`src/rtl/counter_pkg.sv`:
```
// counter_pkg - shared types and helpers for the mode counter bank
//  dir_e      : counting direction encoding (DIR_DOWN=0, DIR_UP=1)
//  clamp_max  : returns min(val, max); used to bound load values
package counter_pkg;

    typedef enum logic {
        DIR_DOWN = 1'b0,
        DIR_UP   = 1'b1
    } dir_e;

    function automatic logic [31:0] clamp_max(input logic [31:0] val, input logic [31:0] max);
        return (val > max) ? max : val;
    endfunction

endpackage

```
`src/rtl/counter_chan.sv`:
```
// counter_chan - one modulo/saturating counter channel with registered terminal pulse
//  clk, rst_n  : clock, synchronous active-low reset
//  en, dir     : count enable, direction (1 = up, 0 = down)
//  load        : synchronous load strobe, load_val clamped to MAX
//  count       : registered count
//  wrap        : registered 1-cycle terminal pulse, coincident with the new count
//  next_count  : combinational next-state count (lets the top register a coincident all-zero flag)
module counter_chan
    import counter_pkg::*;
#(
    parameter int W        = 10,
    parameter int MAX      = 2**(W-1)-1,
    parameter int SATURATE = 0
) (
    input  logic         clk,
    input  logic         rst_n,
    input  logic         en,
    input  logic         dir,
    input  logic         load,
    input  logic [W-1:0] load_val,
    output logic [W-1:0] count,
    output logic         wrap,
    output logic [W-1:0] next_count
);

    dir_e         cur_dir;
    logic [W-1:0] clamped;
    logic [W:0]   sum_up;
    logic [W:0]   sum_dn;
    logic         at_max;
    logic         at_zero;
    logic         next_wrap;

    assign cur_dir = dir_e'(dir);
    assign clamped = W'(clamp_max(32'(load_val), 32'(MAX)));

    // One extra bit: a carry past MAX or a borrow below zero marks the terminal case.
    assign sum_up  = {1'b0, count} + 1'b1;
    assign sum_dn  = {1'b0, count} - 1'b1;
    assign at_max  = (sum_up > (W+1)'(MAX));
    assign at_zero = sum_dn[W];

    always_comb begin
        next_count = count;
        next_wrap  = 1'b0;
        if (load) begin
            next_count = clamped;
        end else if (en) begin
            if (cur_dir == DIR_UP) begin
                if (at_max) begin
                    next_wrap  = 1'b1;
                    next_count = (SATURATE != 0) ? count : '0;
                end else begin
                    next_count = sum_up[W-1:0];
                end
            end else begin
                if (at_zero) begin
                    next_wrap  = 1'b1;
                    next_count = (SATURATE != 0) ? '0 : W'(MAX);
                end else begin
                    next_count = sum_dn[W-1:0];
                end
            end
        end
    end

    always_ff @(posedge clk) begin
        if (!rst_n) begin
            count <= '0;
            wrap  <= 1'b0;
        end else begin
            count <= next_count;
            wrap  <= next_wrap;
        end
    end

`ifdef FORMAL
    logic         prev_live;
    logic         prev_dir;
    logic         prev_load;
    logic [W-1:0] prev_count;

    always_ff @(posedge clk) begin
        prev_live  <= rst_n;
        prev_dir   <= dir;
        prev_load  <= load;
        prev_count <= count;
    end

    always_comb begin
        if (rst_n) begin
            a_range: assert (count <= W'(MAX));
            if (wrap && prev_dir && SATURATE == 0)
                a_wrapup: assert (count == '0);
            if (wrap && !prev_dir && SATURATE == 0)
                a_wrapdn: assert (count == W'(MAX));
            if (SATURATE != 0 && prev_live && !prev_load)
                a_sat: assert (!((prev_count == '0 && count == W'(MAX)) ||
                                 (prev_count == W'(MAX) && count == '0)));
        end
    end
`endif

endmodule

```
`src/rtl/mode_counter_bank.sv`:
```
// mode_counter_bank - bank of NCH independent modulo/saturating counters
//  clk, rst_n : clock, synchronous active-low reset
//  en, dir    : per-channel enable and direction (1 = up)
//  load       : per-channel load strobe, load_val channel i at [i*W +: W]
//  count      : per-channel counts, channel i at [i*W +: W]
//  wrap       : per-channel registered terminal pulses
//  all_zero   : registered, high when every channel count is zero
module mode_counter_bank
    import counter_pkg::*;
#(
    parameter int W        = 10,
    parameter int NCH      = 4,
    parameter int MAX      = 2**(W-1)-1,
    parameter int SATURATE = 0
) (
    input  logic             clk,
    input  logic             rst_n,
    input  logic [NCH-1:0]   en,
    input  logic [NCH-1:0]   dir,
    input  logic [NCH-1:0]   load,
    input  logic [NCH*W-1:0] load_val,
    output logic [NCH*W-1:0] count,
    output logic [NCH-1:0]   wrap,
    output logic             all_zero
);

    logic [NCH*W-1:0] next_flat;

    for (genvar i = 0; i < NCH; i++) begin : gen_chan
        counter_chan #(
            .W        (W),
            .MAX      (MAX),
            .SATURATE (SATURATE)
        ) u_chan (
            .clk        (clk),
            .rst_n      (rst_n),
            .en         (en[i]),
            .dir        (dir[i]),
            .load       (load[i]),
            .load_val   (load_val[i*W +: W]),
            .count      (count[i*W +: W]),
            .wrap       (wrap[i]),
            .next_count (next_flat[i*W +: W])
        );
    end

    // Registered from next-state counts so the flag lines up with count.
    always_ff @(posedge clk) begin
        if (!rst_n) begin
            all_zero <= 1'b1;
        end else begin
            all_zero <= (next_flat == '0);
        end
    end

`ifdef FORMAL
    logic f_init_done = 1'b0;

    always_ff @(posedge clk) begin
        f_init_done <= 1'b1;
    end

    always_comb begin
        a_init: assume (!rst_n == !f_init_done);
        if (rst_n)
            a_zero: assert (all_zero == (count == '0));
    end
`endif

endmodule

```
`config.mk`:
```
export PLATFORM = sky130hd
export DESIGN_NAME = mode_counter_bank
export DESIGN_NICKNAME = d
export VERILOG_FILES = /design/src/rtl/counter_pkg.sv /design/src/rtl/counter_chan.sv /design/src/rtl/mode_counter_bank.sv
export SDC_FILE = /design/constraint.sdc
export NUM_CORES = 1
export LEC_CHECK = 0
export BUFFER_PORTS_ARGS = -buffer_cell sky130_fd_sc_hd__clkbuf_2
export CAP_MARGIN = 5
export CORE_ASPECT_RATIO = 1.4
export CORE_MARGIN = 2
export CORE_UTILIZATION = 36
export CTS_BUF_LIST = sky130_fd_sc_hd__clkbuf_16
export CTS_CLUSTER_DIAMETER = 200
export DETAILED_ROUTE_END_ITERATION = 10
export GPL_ROUTABILITY_DRIVEN = 0
export PLACE_DENSITY = 0.66
export SLEW_MARGIN = 15
export SYNTH_ARGS = -nofsm -noshare
export SYNTH_HDL_FRONTEND = slang
export SYNTH_SLANG_ARGS = --single-unit
export TNS_END_PERCENT = 30
```
`constraint.sdc`:
```
create_clock -name clk -period 4.5 [get_ports clk]
set_input_delay 0.45 -clock clk [delete_from_list [all_inputs] [get_ports clk]]
set_output_delay 0.45 -clock clk [all_outputs]
set_load 0.03 [all_outputs]
```
* Word-level counts from Yosys, hierarchy flattened
Cells that the tools add are included.
Widths: inputs -> output; s select.
** Word-level totals
- Flip-flop bits (word level) :: 45
- Bits in latches :: 0
- Memory bits (writable) :: 0
- ROM bits :: 0
- Bits of input ports :: 54
- Output and inout bits :: 45
- Logic and storage cells :: 71
- Memories kept :: 0
** Operators by class
- Add/subtract/negate cells :: 8
- $mul :: 0
- Div/mod/pow operators :: 0
- Magnitude comparators :: 8
- Eq/ne operators :: 0
- Shift operators :: 0
- Mux-type cells :: 36
- Bitwise gates (word level) :: 5
- Reduce and logical (&&, ||, !) cells :: 5
** Operator list (count)
- $mux 10 :: 24
- $add 10x1->11 const B :: 4
- $gt 11x9->1 const B :: 4
- $sub 10x1->11 const B :: 4
- $gt 10x9->1 const B :: 4
- $logic_not 40->1 :: 1
- $mux 1 :: 12
- $reduce_or 3->1 :: 4
- $not 1->1 :: 5

* Longest topological paths before layout
Gate-level depths: netlist (run 1).
- Depth in word-level cells :: 7
- Depth in mapped cells :: 12
- Depth with buffers taken out :: 11

* Hierarchy
From an unflattened synthesis (run 1), not the netlist that was laid out.
** Unflattened totals
- Cells, all modules :: 735
- Area total of the unflattened synthesis :: 5297.6 sq um
** Modules (own cells, without submodules)
- counter_chan :: times used 4, cells each 180, area an instance 1296.2 sq um, seq. area each 220.2 sq um
- mode_counter_bank :: times used 1, cells each 15, area an instance 112.6 sq um, seq. area each 20.0 sq um

* Least setup slack after synthesis (run 1)
OpenSTA, ideal clock, no wires.
- Path kind :: reg2reg
- From :: register gen_chan[1].u_chan.count[0]
- To :: register all_zero
- Setup time :: 96 ps
- Arrival time :: 2806 ps
- Required time :: 4404 ps
- Slack :: 1598 ps
- Cell stages (with the launch flop) :: 11
- Path buffers :: 0
- Period minus slack after synthesis :: 2902 ps
- Cells stage by stage :: dfxtp_1 -> inv_1 -> ha_1 -> or4b_4 -> nor3_4 -> a311o_2 -> o221ai_2 -> o311a_1 -> nor4_2 -> nand4_1 -> o41ai_2
** Between the ends
- Longest elaborated chain between the ends :: 7
- Elaborated cells on any way between the ends :: 9
- Those cells by class :: 2 x add/sub; 1 x order compare; 5 x mux; 1 x reduce/logical
** RTL lines
- start, declared :: line counter_chan.sv:21 : output logic [W-1:0] count,
- start signal, assigned :: line counter_chan.sv:72 : count <= next_count;
- $add 10x1->11 :: line counter_chan.sv:38 : assign sum_up = {1'b0, count} + 1'b1;
- $gt 11x9->1 :: line counter_chan.sv:40 : assign at_max = (sum_up > (W+1)'(MAX));
- $mux 10 :: line counter_chan.sv:50 : if (at_max) begin
- $mux 10 :: line counter_chan.sv:49 : if (cur_dir == DIR_UP) begin
- $mux 10 (*) :: line counter_chan.sv:48 : end else if (en) begin
- $mux 10 (*) :: line counter_chan.sv:46 : if (load) begin
- $logic_not 40->1 (*) :: line mode_counter_bank.sv:52 : all_zero <= (next_flat == '0);
- end signal, assigned :: line mode_counter_bank.sv:52
- end, declared :: line mode_counter_bank.sv:24 : output logic all_zero
Every way passes the cells marked *; elsewhere a longest branch is shown, timed or not.
A chain may end at the register's enable or synchronous reset.

* Worst setup path in the final report (run 1)
- From :: register gen_chan[0].u_chan.count[0]
- To :: register all_zero
** Between the ends
- Longest elaborated chain between the ends :: 7
- Elaborated cells on any way between the ends :: 9
- Those cells by class :: 2 x add/sub; 1 x order compare; 5 x mux; 1 x reduce/logical
** RTL lines (line)
- start, declared :: counter_chan.sv:21
- start signal, assigned :: counter_chan.sv:72
- $add 10x1->11 :: counter_chan.sv:38
- $gt 11x9->1 :: counter_chan.sv:40
- $mux 10 :: counter_chan.sv:50
- $mux 10 :: counter_chan.sv:49
- $mux 10 (*) :: counter_chan.sv:48
- $mux 10 (*) :: counter_chan.sv:46
- $logic_not 40->1 (*) :: mode_counter_bank.sv:52
Marks and branches as above.

==> results of run 1 <==
==> worst max-delay path, cell delays in order (launching register included) <==
cell	delay [ns]
sky130_fd_sc_hd__dfxtp_1	0.57
sky130_fd_sc_hd__ha_1	0.37
sky130_fd_sc_hd__nand3_1	0.17
sky130_fd_sc_hd__or3_1	0.40
sky130_fd_sc_hd__xnor2_2	0.22
sky130_fd_sc_hd__a31oi_2	0.21
sky130_fd_sc_hd__a2111oi_4	0.39
sky130_fd_sc_hd__o21ai_1	0.13
sky130_fd_sc_hd__nor4_2	0.25
sky130_fd_sc_hd__nand4_1	0.16
sky130_fd_sc_hd__o41ai_2	0.27
==> cells in the final DEF (no fill, tap or decap), types with 4 or more instances in the layout <==
| master | n |
|---|---|
| sky130_fd_sc_hd__dfxtp_1 | 45 |
| sky130_fd_sc_hd__o22ai_1 | 4 |
| sky130_fd_sc_hd__o211ai_1 | 6 |
| sky130_fd_sc_hd__and2_1 | 28 |
| sky130_fd_sc_hd__o221ai_1 | 5 |
| sky130_fd_sc_hd__nor2_1 | 87 |
| sky130_fd_sc_hd__clkbuf_16 | 5 |
| sky130_fd_sc_hd__nand3_1 | 19 |
| sky130_fd_sc_hd__nand4_1 | 17 |
| sky130_fd_sc_hd__nand2b_1 | 10 |
| sky130_fd_sc_hd__nor3b_1 | 5 |
| sky130_fd_sc_hd__a31oi_1 | 15 |
| sky130_fd_sc_hd__o21ai_0 | 41 |
| sky130_fd_sc_hd__or3_1 | 4 |
| sky130_fd_sc_hd__mux2i_1 | 6 |
| sky130_fd_sc_hd__a21o_1 | 4 |
| sky130_fd_sc_hd__nor4_1 | 6 |
| sky130_fd_sc_hd__xnor2_1 | 18 |
| sky130_fd_sc_hd__o21a_1 | 4 |
| sky130_fd_sc_hd__ha_1 | 12 |
| sky130_fd_sc_hd__o211a_1 | 5 |
| sky130_fd_sc_hd__and4_1 | 8 |
| sky130_fd_sc_hd__nor2b_1 | 7 |
| sky130_fd_sc_hd__nand4b_1 | 6 |
| sky130_fd_sc_hd__inv_1 | 19 |
| sky130_fd_sc_hd__a21oi_1 | 53 |
| sky130_fd_sc_hd__nand2_1 | 50 |
| sky130_fd_sc_hd__xor2_1 | 9 |
| sky130_fd_sc_hd__a211oi_1 | 8 |
| sky130_fd_sc_hd__clkbuf_2 | 98 |
| sky130_fd_sc_hd__nor3_1 | 34 |
| sky130_fd_sc_hd__and3_1 | 8 |
| sky130_fd_sc_hd__o31ai_1 | 6 |
==> how the worst max path moves through the flow <==
stage | from | to | depth (start not counted)
after global placement | gen_chan[0].u_chan.count[0]$_SDFF_PN0_ | all_zero$_SDFF_PN1_ | 10
after global routing | gen_chan[0].u_chan.count[0]$_SDFF_PN0_ | all_zero$_SDFF_PN1_ | 10
after floorplan | gen_chan[1].u_chan.count[0]$_SDFF_PN0_ | all_zero$_SDFF_PN1_ | 10
after CTS | gen_chan[0].u_chan.count[0]$_SDFF_PN0_ | all_zero$_SDFF_PN1_ | 10
final | gen_chan[0].u_chan.count[0]$_SDFF_PN0_ | all_zero$_SDFF_PN1_ | 10
after detailed placement | gen_chan[0].u_chan.count[0]$_SDFF_PN0_ | all_zero$_SDFF_PN1_ | 10
==> synthesized netlist by cell type (15+ instances only) <==
master,count,area (um2)
sky130_fd_sc_hd__o21ai_0,41,205
sky130_fd_sc_hd__nand2_1,50,188
sky130_fd_sc_hd__clkbuf_1,32,120
sky130_fd_sc_hd__nand3_1,19,95.1
sky130_fd_sc_hd__nor3_1,34,170
sky130_fd_sc_hd__dfxtp_1,45,901
sky130_fd_sc_hd__nor2_1,87,327
sky130_fd_sc_hd__a21oi_1,53,265
sky130_fd_sc_hd__inv_1,19,71.3
sky130_fd_sc_hd__nand4_1,17,106
sky130_fd_sc_hd__and2_1,28,175
sky130_fd_sc_hd__a31oi_1,15,93.8
sky130_fd_sc_hd__xnor2_1,18,158
==> metal layers <==
metal  track usage [%]  share of wire, %
met1              26.7                42
met2              37.4                50
met5                 0                 0
met4              7.04               2.4
met3              3.42               5.6
==> cells by family after synthesis <==
family,share of synthesized area (%)
compound gates,27.6
xor+xnor,5.26
fa+ha+maj,3.12
buf+inv,7.52
flops,18.7
mux,1.95
simple gates,35.8
==> power by group through the flow <==
stage               Combinational (mW)  Sequential (mW)  Clock (mW)
floorplan                        0.353            0.527           0
global placement                 0.482            0.533           0
detailed placement               0.480            0.534           0
CTS                              0.483            0.525       0.450
global route                     0.532            0.534       0.463
finish                           0.487            0.527       0.442
==> state kept, by name (all words and copies together), names as in the netlist <==
register               flops
gen_chan.u_chan.count     40
gen_chan.u_chan.wrap       4
all_zero                   1
==> area by class of cell <==
type / count / area share (%)
multi-input cells: 561 / 65.5
flip-flops and latches: 45 / 16.7
repair buffers: 98 / 9.07
well taps: 178 / 4.12
clock buffers: 5 / 2.31
inverters: 20 / 1.39
clock inverters: 3 / 0.925
==> results.sh, run 1 <==
export IMPL_hold_path_class="in -> reg"
export IMPL_die_width_um=102
export IMPL_timing_worst_slew_pin_value_ns=0.729
export IMPL_regToRegEndpoint="all_zero$_SDFF_PN1_"
export IMPL_ys_seq_area_share_pct=18.7
export IMPL_route_antenna_remaining_nets=0
export IMPL_drc_errors=0
export IMPL_wl_um=15500
export IMPL_worst_ir_drop_vdd_mv=0.133
export IMPL_swShare_pct=39.4
export IMPL_row_count=49
export IMPL_numPortBuffers=98
export IMPL_dpl_cell_area_um2=5230
export IMPL_numClockSinks=45
export IMPL_htreeDepth=2
export IMPL_hold_buffers=0
export IMPL_fillCellCount=1398
export IMPL_outcome="complete, no violations"
export IMPL_post_drt_via_cell_ratio=5.87
export IMPL_antenna_violations_before_repair=0
export IMPL_ys_seq_elements=45
export IMPL_start_util_pct=37.2
export IMPL_cts_tree="done"
export IMPL_layout_drive_gt1_share_pct=18.4
export IMPL_cts_repair_timing_setup_buffer_count=0
export IMPL_cts_root_buf="sky130_fd_sc_hd__clkbuf_16"
export IMPL_preCtsSetupSlack_ns=1.33
export IMPL_area_growth_synth_to_final_pct=12.5
export IMPL_clk_insertion_delay_late_ns=0.29
export IMPL_crit_path_max_fanout=12
export IMPL_max_clock_path_buffers=2
export IMPL_clk_transition_reported_paths_ns=0.07
export IMPL_clock_power_share_pct=30.3
export IMPL_async_reset_ff_share_pct=0
export IMPL_grt_first_pass_wirelength_um=25200
export IMPL_globalRouteTotalUtil_pct=21.5
export IMPL_wire_per_inst_um=17.0
export IMPL_detail_route_first_pass_iterations=5
export IMPL_crit_reg2reg_launch="gen_chan[0].u_chan.count[0]$_SDFF_PN0_"
export IMPL_min_to="gen_chan[2].u_chan.count[8]$_SDFF_PN0_"
export IMPL_post_synth_cell_area_avg_um2=7.02
export IMPL_power_combinational_fraction_pct=33.4
export IMPL_cts_resized=0
export IMPL_die_height_um=141
export IMPL_hold_worst_slack_ns=0.521
export IMPL_seqPwrFrac_pct=36.2
export IMPL_relSlewSlack_pct=50.0
export IMPL_multi_input_area_um2=3540
export IMPL_arrival_ns=3.45
export IMPL_critPathLaunchType="flip-flop"
export IMPL_worstHoldPathCells=4
export IMPL_p_switching_mw=0.574
export IMPL_timing_final_crit_share_pct=72.0
export IMPL_postSynthCellCount=685
export IMPL_report_final_setup_viol=0
export IMPL_synth_flop_cell="sky130_fd_sc_hd__dfxtp_1"
export IMPL_worst_r2r_cell_count=10
export IMPL_timing_hold_violations_final=0
export IMPL_worstHoldStart="load_val[28]"
export IMPL_cellInternalPower_mw=0.882
export IMPL_via_count=5344
export IMPL_cts_inserted_buffers=5
export IMPL_nets=797
export IMPL_stdcell_area_um2=5410
export IMPL_num_antenna_cells=0
export IMPL_syn_cell_area_um2=4810
export IMPL_timing_max_cap_violations=0
export IMPL_fin_tns_setup_ns=0
export IMPL_finalNonFillerCells=910
export IMPL_critPathKind="reg -> reg"
export IMPL_r2r_setup_slack_ns=1.26
export IMPL_place_detailed_instances=902
export IMPL_ys_warnings_count=0
export IMPL_grt_overflow_total=0
export IMPL_number_of_synthesized_flops_with_an_enable_pin=0
export IMPL_critPathCaptureType="flip-flop"
export IMPL_synth_nets=751
export IMPL_detailedPlacementHpwl_um=11700
export IMPL_p_per_area_nw_per_um2=269
export IMPL_design_power_mw=1.46
export IMPL_utilization_pct=41.8
export IMPL_pin_count_of_the_biggest_net_entering_global_routing=30
export IMPL_power_static_leakage_nw=2.10
export IMPL_final_min_clock_period_ns=3.24
export IMPL_drv_slew=0
export IMPL_dieArea_um2=14300
export IMPL_fp_coreArea_um2=12900
export IMPL_ys_types=86
export IMPL_crit_required_ns=4.71
export IMPL_grt_pass1_vias=4931
export IMPL_max_freq_ghz=0.309
export IMPL_fin_worst_skew_ns=0.00457
export IMPL_finalWorstSetupSlack_ns=1.26
export IMPL_unrepaired_setup_endpoints_after_global_routing="no"
export IMPL_detailedRoute_firstIterationViolations=409
export IMPL_io_pins=99
export IMPL_regArea_um2=901
(Power assumes the default switching activity.)
==> run 2: changes to the inputs <==
--- a/config.mk
+++ b/config.mk
@@ -5,6 +5,7 @@
 export SDC_FILE = /design/constraint.sdc
 export NUM_CORES = 1
 export LEC_CHECK = 0
+export ABC_AREA = 1
 export BUFFER_PORTS_ARGS = -buffer_cell sky130_fd_sc_hd__clkbuf_2
 export CAP_MARGIN = 5
 export CORE_ASPECT_RATIO = 1.4
@@ -14,7 +15,7 @@
 export CTS_CLUSTER_DIAMETER = 200
 export DETAILED_ROUTE_END_ITERATION = 10
 export GPL_ROUTABILITY_DRIVEN = 0
-export PLACE_DENSITY = 0.66
+export PLACE_DENSITY = 0.69
 export SLEW_MARGIN = 15
 export SYNTH_ARGS = -nofsm -noshare
 export SYNTH_HDL_FRONTEND = slang
==> constraint.sdc (replaced) <==
create_clock -name clk -period 2.79 [get_ports clk]
set_input_delay 0.279 -clock clk [delete_from_list [all_inputs] [get_ports clk]]
set_output_delay 0.279 -clock clk [all_outputs]
set_load 0.03 [all_outputs]
==> results.sh, run 2 <==
export IMPL_critPathCaptureType="flip-flop"
export IMPL_detailedRoute_firstIterationViolations=302
export IMPL_wire_per_inst_um=13.9
export IMPL_cts_root_buf="sky130_fd_sc_hd__clkbuf_16"
export IMPL_critPathLaunchType="flip-flop"
export IMPL_async_reset_ff_share_pct=0
export IMPL_report_final_setup_viol=0
export IMPL_fin_tns_setup_ns=0
export IMPL_yosysTopAreaCell="sky130_fd_sc_hd__dfxtp_1"
export IMPL_largest_register_ffs=40
export IMPL_ys_types=38
export IMPL_postSynthCellCount=850
export IMPL_clk_insertion_delay_late_ns=0.29
export IMPL_wl_um=15100
export IMPL_hold_buffers=0
export IMPL_yosysTopAreaCellShare_pct=19.4
export IMPL_final_common_cell="sky130_fd_sc_hd__nand2_1"
export IMPL_clk_transition_reported_paths_ns=0.07
export IMPL_crit_required_ns=3.03
export IMPL_post_drt_via_cell_ratio=5.26
export IMPL_timing_worst_slew_pin_value_ns=0.918
export IMPL_synth_common_cells="sky130_fd_sc_hd__nand2_1 (232), sky130_fd_sc_hd__nor2_1 (133), sky130_fd_sc_hd__a21oi_1 (88)"
export IMPL_r2r_setup_slack_ns=0.30
export IMPL_hold_path_class="in -> reg"
export IMPL_synth_flop_cell="sky130_fd_sc_hd__dfxtp_1"
export IMPL_timing_final_crit_share_pct=89.1
export IMPL_htreeDepth=2
export IMPL_timing_hold_violations_final=0
export IMPL_outcome="complete, no violations"
export IMPL_final_cell_mix="sky130_fd_sc_hd__nand2_1 (232), sky130_fd_sc_hd__nor2_1 (131), sky130_fd_sc_hd__clkbuf_2 (98)"
export IMPL_route_antenna_remaining_nets=0
export IMPL_cts_inserted_buffers=5
export IMPL_drc_errors=0
export IMPL_synth_nets=916
export IMPL_row_count=49
export IMPL_max_freq_ghz=0.402
export IMPL_area_growth_synth_to_final_pct=16.4
export IMPL_pin_count_of_the_biggest_net_entering_global_routing=29
export IMPL_cts_repair_timing_setup_buffer_count=0
export IMPL_layout_drive_gt1_share_pct=16.7
export IMPL_numClockSinks=45
export IMPL_grt_first_pass_wirelength_um=24700
export IMPL_synth_top_cells_by_area="sky130_fd_sc_hd__dfxtp_1 (19%), sky130_fd_sc_hd__nand2_1 (19%), sky130_fd_sc_hd__nor2_1 (11%)"
export IMPL_num_antenna_cells=0
export IMPL_die_width_um=100
export IMPL_critPathKind="reg -> reg"
export IMPL_numPortBuffers=98
export IMPL_crit_path_max_fanout=9
export IMPL_max_clock_path_buffers=2
export IMPL_synthMostInstantiatedCell="sky130_fd_sc_hd__nand2_1"
export IMPL_syn_cell_area_um2=4650
export IMPL_dieArea_um2=13900
export IMPL_regArea_um2=910
export IMPL_die_height_um=138
export IMPL_start_util_pct=36.5
export IMPL_p_per_area_nw_per_um2=412
export IMPL_utilization_pct=42.4
export IMPL_ys_warnings_count=0
export IMPL_io_pins=99
export IMPL_timing_max_cap_violations=0
export IMPL_globalRouteTotalUtil_pct=21.6
export IMPL_drv_slew=0
export IMPL_fp_coreArea_um2=12800
export IMPL_post_synth_cell_area_avg_um2=5.47
export IMPL_fillCellCount=1402
export IMPL_max_flop_register="gen_chan.u_chan.count"
export IMPL_worst_ir_drop_vdd_mv=0.207
export IMPL_relSlewSlack_pct=38.7
export IMPL_ys_seq_elements=45
export IMPL_cts_tree="done"
export IMPL_antenna_violations_before_repair=0
export IMPL_multi_input_area_um2=3270
export IMPL_nets=998
export IMPL_unrepaired_setup_endpoints_after_global_routing="no"
export IMPL_detailedPlacementHpwl_um=12100
export IMPL_grt_pass1_vias=5410
export IMPL_grt_overflow_total=0
export IMPL_detail_route_first_pass_iterations=5
export IMPL_fin_worst_skew_ns=0.0103
export IMPL_reg_top3="gen_chan.u_chan.count: 40 flops, gen_chan.u_chan.wrap: 4 flops, all_zero: 1 flops"
export IMPL_final_min_clock_period_ns=2.49
export IMPL_number_of_synthesized_flops_with_an_enable_pin=0
export IMPL_arrival_ns=2.73
export IMPL_power_static_leakage_nw=2.68
export IMPL_ys_seq_area_share_pct=19.4
export IMPL_via_count=5709
-- run 2: changes by cell type after synthesis, sizes merged, moves of 17 or more --
| cell | before | now |
|---|---|---|
| nand2 | 52 | 245 |
| inv | 19 | 93 |
| nand3 | 19 | 83 |
| nor2 | 88 | 140 |
| a21oi | 53 | 88 |
| and2 | 29 | 0 |
| nor3 | 36 | 9 |
| xnor2 | 19 | 0 |
| clkbuf | 34 | 17 |
-- run 2: timing repair --
item	in CTS	in global routing
resized for setup	0	9
endpoints found under the hold margin	0	0
setup endpoints to repair	0	1
-- run 2: worst paths after layout --
kind / endpoint / start / cells after the start
setup / recovery: all_zero$_SDFF_PN1_ / gen_chan[1].u_chan.count[0]$_SDFF_PN0_ / 16
hold / removal: all_zero$_SDFF_PN1_ / rst_n / 2
setup reg to reg: all_zero$_SDFF_PN1_ / gen_chan[1].u_chan.count[0]$_SDFF_PN0_ / 16
hold reg to reg: gen_chan[2].u_chan.count[9]$_SDFF_PN0_ / gen_chan[2].u_chan.count[9]$_SDFF_PN0_ / 4
-- run 2: layer usage --
metal  vias up  track usage, %  part of all wire (%)
met5         -               0                     0
met4         0            13.2                   6.2
met3        70            2.43                   5.0
met2       221            40.0                    51
met1      2504            22.9                    38
li1       2914               -                     -
-- run 2: worst max-delay path, stage by stage (launching register included) --
cell,delay (ns)
sky130_fd_sc_hd__dfxtp_4,0.41
sky130_fd_sc_hd__inv_1,0.10
sky130_fd_sc_hd__ha_1,0.36
sky130_fd_sc_hd__nand2_1,0.07
sky130_fd_sc_hd__nor3_1,0.13
sky130_fd_sc_hd__nand2_1,0.07
sky130_fd_sc_hd__nor2_1,0.14
sky130_fd_sc_hd__nand3_2,0.17
sky130_fd_sc_hd__nand3b_1,0.14
sky130_fd_sc_hd__nand2_1,0.07
sky130_fd_sc_hd__a21oi_2,0.18
sky130_fd_sc_hd__nand3_1,0.10
sky130_fd_sc_hd__nor2_2,0.14
sky130_fd_sc_hd__nand3_1,0.08
sky130_fd_sc_hd__nor2_1,0.16
sky130_fd_sc_hd__nand2_1,0.07
sky130_fd_sc_hd__nand2_1,0.05
-- run 2: cell families after synthesis --
logic type,share of synthesized area (%)
buffers and inverters,10.4
AND/OR/NAND/NOR,46.1
XOR/XNOR,2.07
adder cells (fa/ha/maj),3.23
flip-flops,19.4
AO/OA/AOI/OAI,18.8
-- run 2: power breakdown --
| part | internal (mW) | total (mW) | switching [mW] |
|---|---|---|---|
| clock | 0.416 | 0.676 | 0.260 |
| combinational | 0.254 | 0.781 | 0.528 |
| sequential | 0.689 | 0.773 | 0.0836 |
-- run 2: final cells by class --
type | count | share of cell area (%)
clock buffer | 5 | 2.31
clock inverter | 2 | 0.647
inverter | 97 | 6.73
multi-input combinational | 682 | 60.5
sequential | 45 | 16.8
tap | 153 | 3.54
timing repair buffer | 101 | 9.48
-- run 2: per-stage QoR --
step	instances	power (mW)	hold slack, ns	cell area, um2	worst slack, ns
after floorplan	850	1.33	0.348	4650	0.431
after global placement	1078	1.55	0.522	5230	-0.0115
after detailed placement	1078	1.55	0.523	5230	0.0214
after CTS	1085	2.23	0.218	5390	0.000630
after global routing	1085	2.38	0.231	5410	0.0154
final	1085	2.23	0.208	5410	0.304
==> run 3: changes to the inputs <==
--- a/config.mk
+++ b/config.mk
@@ -8,14 +8,16 @@
 export ABC_AREA = 1
 export BUFFER_PORTS_ARGS = -buffer_cell sky130_fd_sc_hd__clkbuf_2
 export CAP_MARGIN = 5
+export CELL_PAD_IN_SITES_DETAIL_PLACEMENT = 1
+export CELL_PAD_IN_SITES_GLOBAL_PLACEMENT = 1
 export CORE_ASPECT_RATIO = 1.4
 export CORE_MARGIN = 2
-export CORE_UTILIZATION = 36
+export CORE_UTILIZATION = 34
 export CTS_BUF_LIST = sky130_fd_sc_hd__clkbuf_16
 export CTS_CLUSTER_DIAMETER = 200
 export DETAILED_ROUTE_END_ITERATION = 10
 export GPL_ROUTABILITY_DRIVEN = 0
-export PLACE_DENSITY = 0.69
+export PLACE_DENSITY = 0.89
 export SLEW_MARGIN = 15
 export SYNTH_ARGS = -nofsm -noshare
 export SYNTH_HDL_FRONTEND = slang
==> results.sh, run 3 (synthesis results as in run 2) <==
export IMPL_area_growth_synth_to_final_pct=17.6
export IMPL_unrepaired_setup_endpoints_after_global_routing="no"
export IMPL_arrival_ns=2.71
export IMPL_start_util_pct=34.7
export IMPL_clk_insertion_delay_late_ns=0.29
export IMPL_power_static_leakage_nw=2.69
export IMPL_detail_route_first_pass_iterations=4
export IMPL_cts_repair_timing_setup_buffer_count=0
export IMPL_relSlewSlack_pct=37.9
export IMPL_report_final_setup_viol=0
export IMPL_fp_coreArea_um2=13400
export IMPL_fillCellCount=1971
export IMPL_final_cell_mix="sky130_fd_sc_hd__nand2_1 (232), sky130_fd_sc_hd__nor2_1 (131), sky130_fd_sc_hd__clkbuf_2 (98)"
export IMPL_detailedRoute_firstIterationViolations=170
export IMPL_final_min_clock_period_ns=2.48
export IMPL_numClockSinks=45
export IMPL_die_width_um=103
export IMPL_outcome="complete, no violations"
export IMPL_crit_path_max_fanout=8
export IMPL_pin_count_of_the_biggest_net_entering_global_routing=29
export IMPL_worstHoldStart="rst_n"
export IMPL_max_flop_register="gen_chan.u_chan.count"
export IMPL_min_to="all_zero$_SDFF_PN1_"
export IMPL_cts_root_buf="sky130_fd_sc_hd__clkbuf_16"
export IMPL_largest_register_ffs=40
export IMPL_wl_um=16900
export IMPL_cts_inserted_buffers=5
export IMPL_fin_tns_setup_ns=0
export IMPL_place_detailed_instances=1109
export IMPL_finalNonFillerCells=1116
export IMPL_fin_worst_skew_ns=0.00442
export IMPL_cts_tree="done"
export IMPL_timing_max_cap_violations=0
export IMPL_globalRouteTotalUtil_pct=23.5
export IMPL_timing_worst_slew_pin_value_ns=0.930
export IMPL_cellInternalPower_mw=1.36
export IMPL_p_per_area_nw_per_um2=410
export IMPL_hold_buffers=0
export IMPL_die_height_um=142
export IMPL_critPathCaptureType="flip-flop"
export IMPL_grt_pass1_vias=6008
export IMPL_antenna_violations_before_repair=0
export IMPL_grt_overflow_total=0
export IMPL_regArea_um2=910
export IMPL_critPathKind="reg -> reg"
export IMPL_io_pins=99
export IMPL_p_switching_mw=0.885
export IMPL_drc_errors=0
export IMPL_row_count=50
export IMPL_clk_transition_reported_paths_ns=0.06
export IMPL_max_freq_ghz=0.404
export IMPL_clock_power_share_pct=29.8
export IMPL_route_antenna_remaining_nets=0
export IMPL_crit_required_ns=3.02
export IMPL_crit_reg2reg_launch="gen_chan[1].u_chan.count[1]$_SDFF_PN0_"
export IMPL_worst_ir_drop_vdd_mv=0.229
export IMPL_num_antenna_cells=0
export IMPL_worstHoldPathCells=2
export IMPL_grt_first_pass_wirelength_um=27800
export IMPL_detailedPlacementHpwl_um=13800
export IMPL_worst_r2r_cell_count=19
export IMPL_timing_final_crit_share_pct=88.8
export IMPL_htreeDepth=2
export IMPL_regToRegEndpoint="all_zero$_SDFF_PN1_"
export IMPL_layout_drive_gt1_share_pct=16.9
export IMPL_via_count=5814
export IMPL_final_common_cell="sky130_fd_sc_hd__nand2_1"
export IMPL_hold_path_class="in -> reg"
export IMPL_drv_slew=0
export IMPL_reg_top3="gen_chan.u_chan.count: 40 flops, gen_chan.u_chan.wrap: 4 flops, all_zero: 1 flops"
export IMPL_post_drt_via_cell_ratio=5.21
export IMPL_r2r_setup_slack_ns=0.31
export IMPL_nets=1000
export IMPL_wire_per_inst_um=15.1
export IMPL_max_clock_path_buffers=2
export IMPL_swShare_pct=39.4
export IMPL_timing_hold_violations_final=0
export IMPL_critPathLaunchType="flip-flop"
export IMPL_multi_input_area_um2=3280
export IMPL_seqPwrFrac_pct=34.7
export IMPL_hold_worst_slack_ns=0.216
export IMPL_dieArea_um2=14600
export IMPL_numPortBuffers=98
export IMPL_power_combinational_fraction_pct=35.5
## run 3: layout make-up
| type | count | area share [%] |
|---|---|---|
| clock inverters | 2 | 0.640 |
| clock buffers | 5 | 2.29 |
| flip-flops and latches | 45 | 16.6 |
| multi-input cells | 682 | 60.0 |
| well taps | 182 | 4.16 |
| inverters | 97 | 6.65 |
| repair buffers | 103 | 9.65 |
## run 3: worst max path at each step
| stage | startpoint | cells after the start | slack (ns) | to |
|---|---|---|---|---|
| 2_1_floorplan | gen_chan[0].u_chan.count[0]$_SDFF_PN0_ | 18 | 0.43 | all_zero$_SDFF_PN1_ |
| 3_3_place_gp | gen_chan[1].u_chan.count[0]$_SDFF_PN0_ | 18 | 0.09 | all_zero$_SDFF_PN1_ |
| 6_report | gen_chan[1].u_chan.count[1]$_SDFF_PN0_ | 19 | 0.31 | all_zero$_SDFF_PN1_ |
| 5_1_grt | gen_chan[1].u_chan.count[1]$_SDFF_PN0_ | 19 | 0.004 | all_zero$_SDFF_PN1_ |
| 4_1_cts | gen_chan[1].u_chan.count[0]$_SDFF_PN0_ | 18 | 0.01 | all_zero$_SDFF_PN1_ |
| 3_5_place_dp | gen_chan[1].u_chan.count[0]$_SDFF_PN0_ | 18 | 0.03 | all_zero$_SDFF_PN1_ |
## run 3: worst max-delay path: stages, from the launching register on
cell and delay [ns]:
sky130_fd_sc_hd__dfxtp_2 0.41, sky130_fd_sc_hd__ha_1 0.22, sky130_fd_sc_hd__nand2_1 0.06, sky130_fd_sc_hd__nor2_1 0.19, sky130_fd_sc_hd__nand2_1 0.14, sky130_fd_sc_hd__nand2_1 0.09
sky130_fd_sc_hd__nand2_1 0.08, sky130_fd_sc_hd__nor2_2 0.14, sky130_fd_sc_hd__nand3_4 0.15, sky130_fd_sc_hd__nand3_1 0.11, sky130_fd_sc_hd__nand2_1 0.05, sky130_fd_sc_hd__nand2_1 0.08
sky130_fd_sc_hd__nand2_1 0.06, sky130_fd_sc_hd__nor2_1 0.12, sky130_fd_sc_hd__nand3_1 0.11, sky130_fd_sc_hd__nor2_1 0.12, sky130_fd_sc_hd__nand2_1 0.07, sky130_fd_sc_hd__nor2_1 0.10
sky130_fd_sc_hd__nand2_1 0.06, sky130_fd_sc_hd__nand2_1 0.05
## run 3: per-layer routing
layer / share of wire (%) / track usage (%) / wire length (um)
met5: 0 / 0 / 0
met4: 2.3 / 7.96 / 380
met3: 3.0 / 1.87 / 505
met2: 54 / 45.0 / 9060
met1: 41 / 26.4 / 6910
## run 3: repair_timing
item	CTS	global route
resized for setup	0	10
endpoints found under the hold margin	0	0
endpoints found under the setup margin	0	2
## run 3: per-stage QoR
step | power [mW] | setup slack, ns | util (%) | cell area [um2]
after floorplan | 1.33 | 0.431 | - | 4650
final | 2.24 | 0.313 | 40.9 | 5470
after global placement | 1.55 | 0.0946 | 39.5 | 5290
after CTS | 2.26 | 0.0128 | 40.7 | 5450
after detailed placement | 1.58 | 0.0305 | 39.5 | 5290
after global routing | 2.41 | 0.00375 | 40.9 | 5470
## run 3: power by group through the flow
stage	clock, mW	combinational, mW	sequential (mW)
global placement	0	0.766	0.788
CTS	0.692	0.793	0.777
floorplan	0	0.479	0.848
detailed placement	0	0.788	0.792
finish	0.668	0.797	0.779
global route	0.726	0.896	0.787
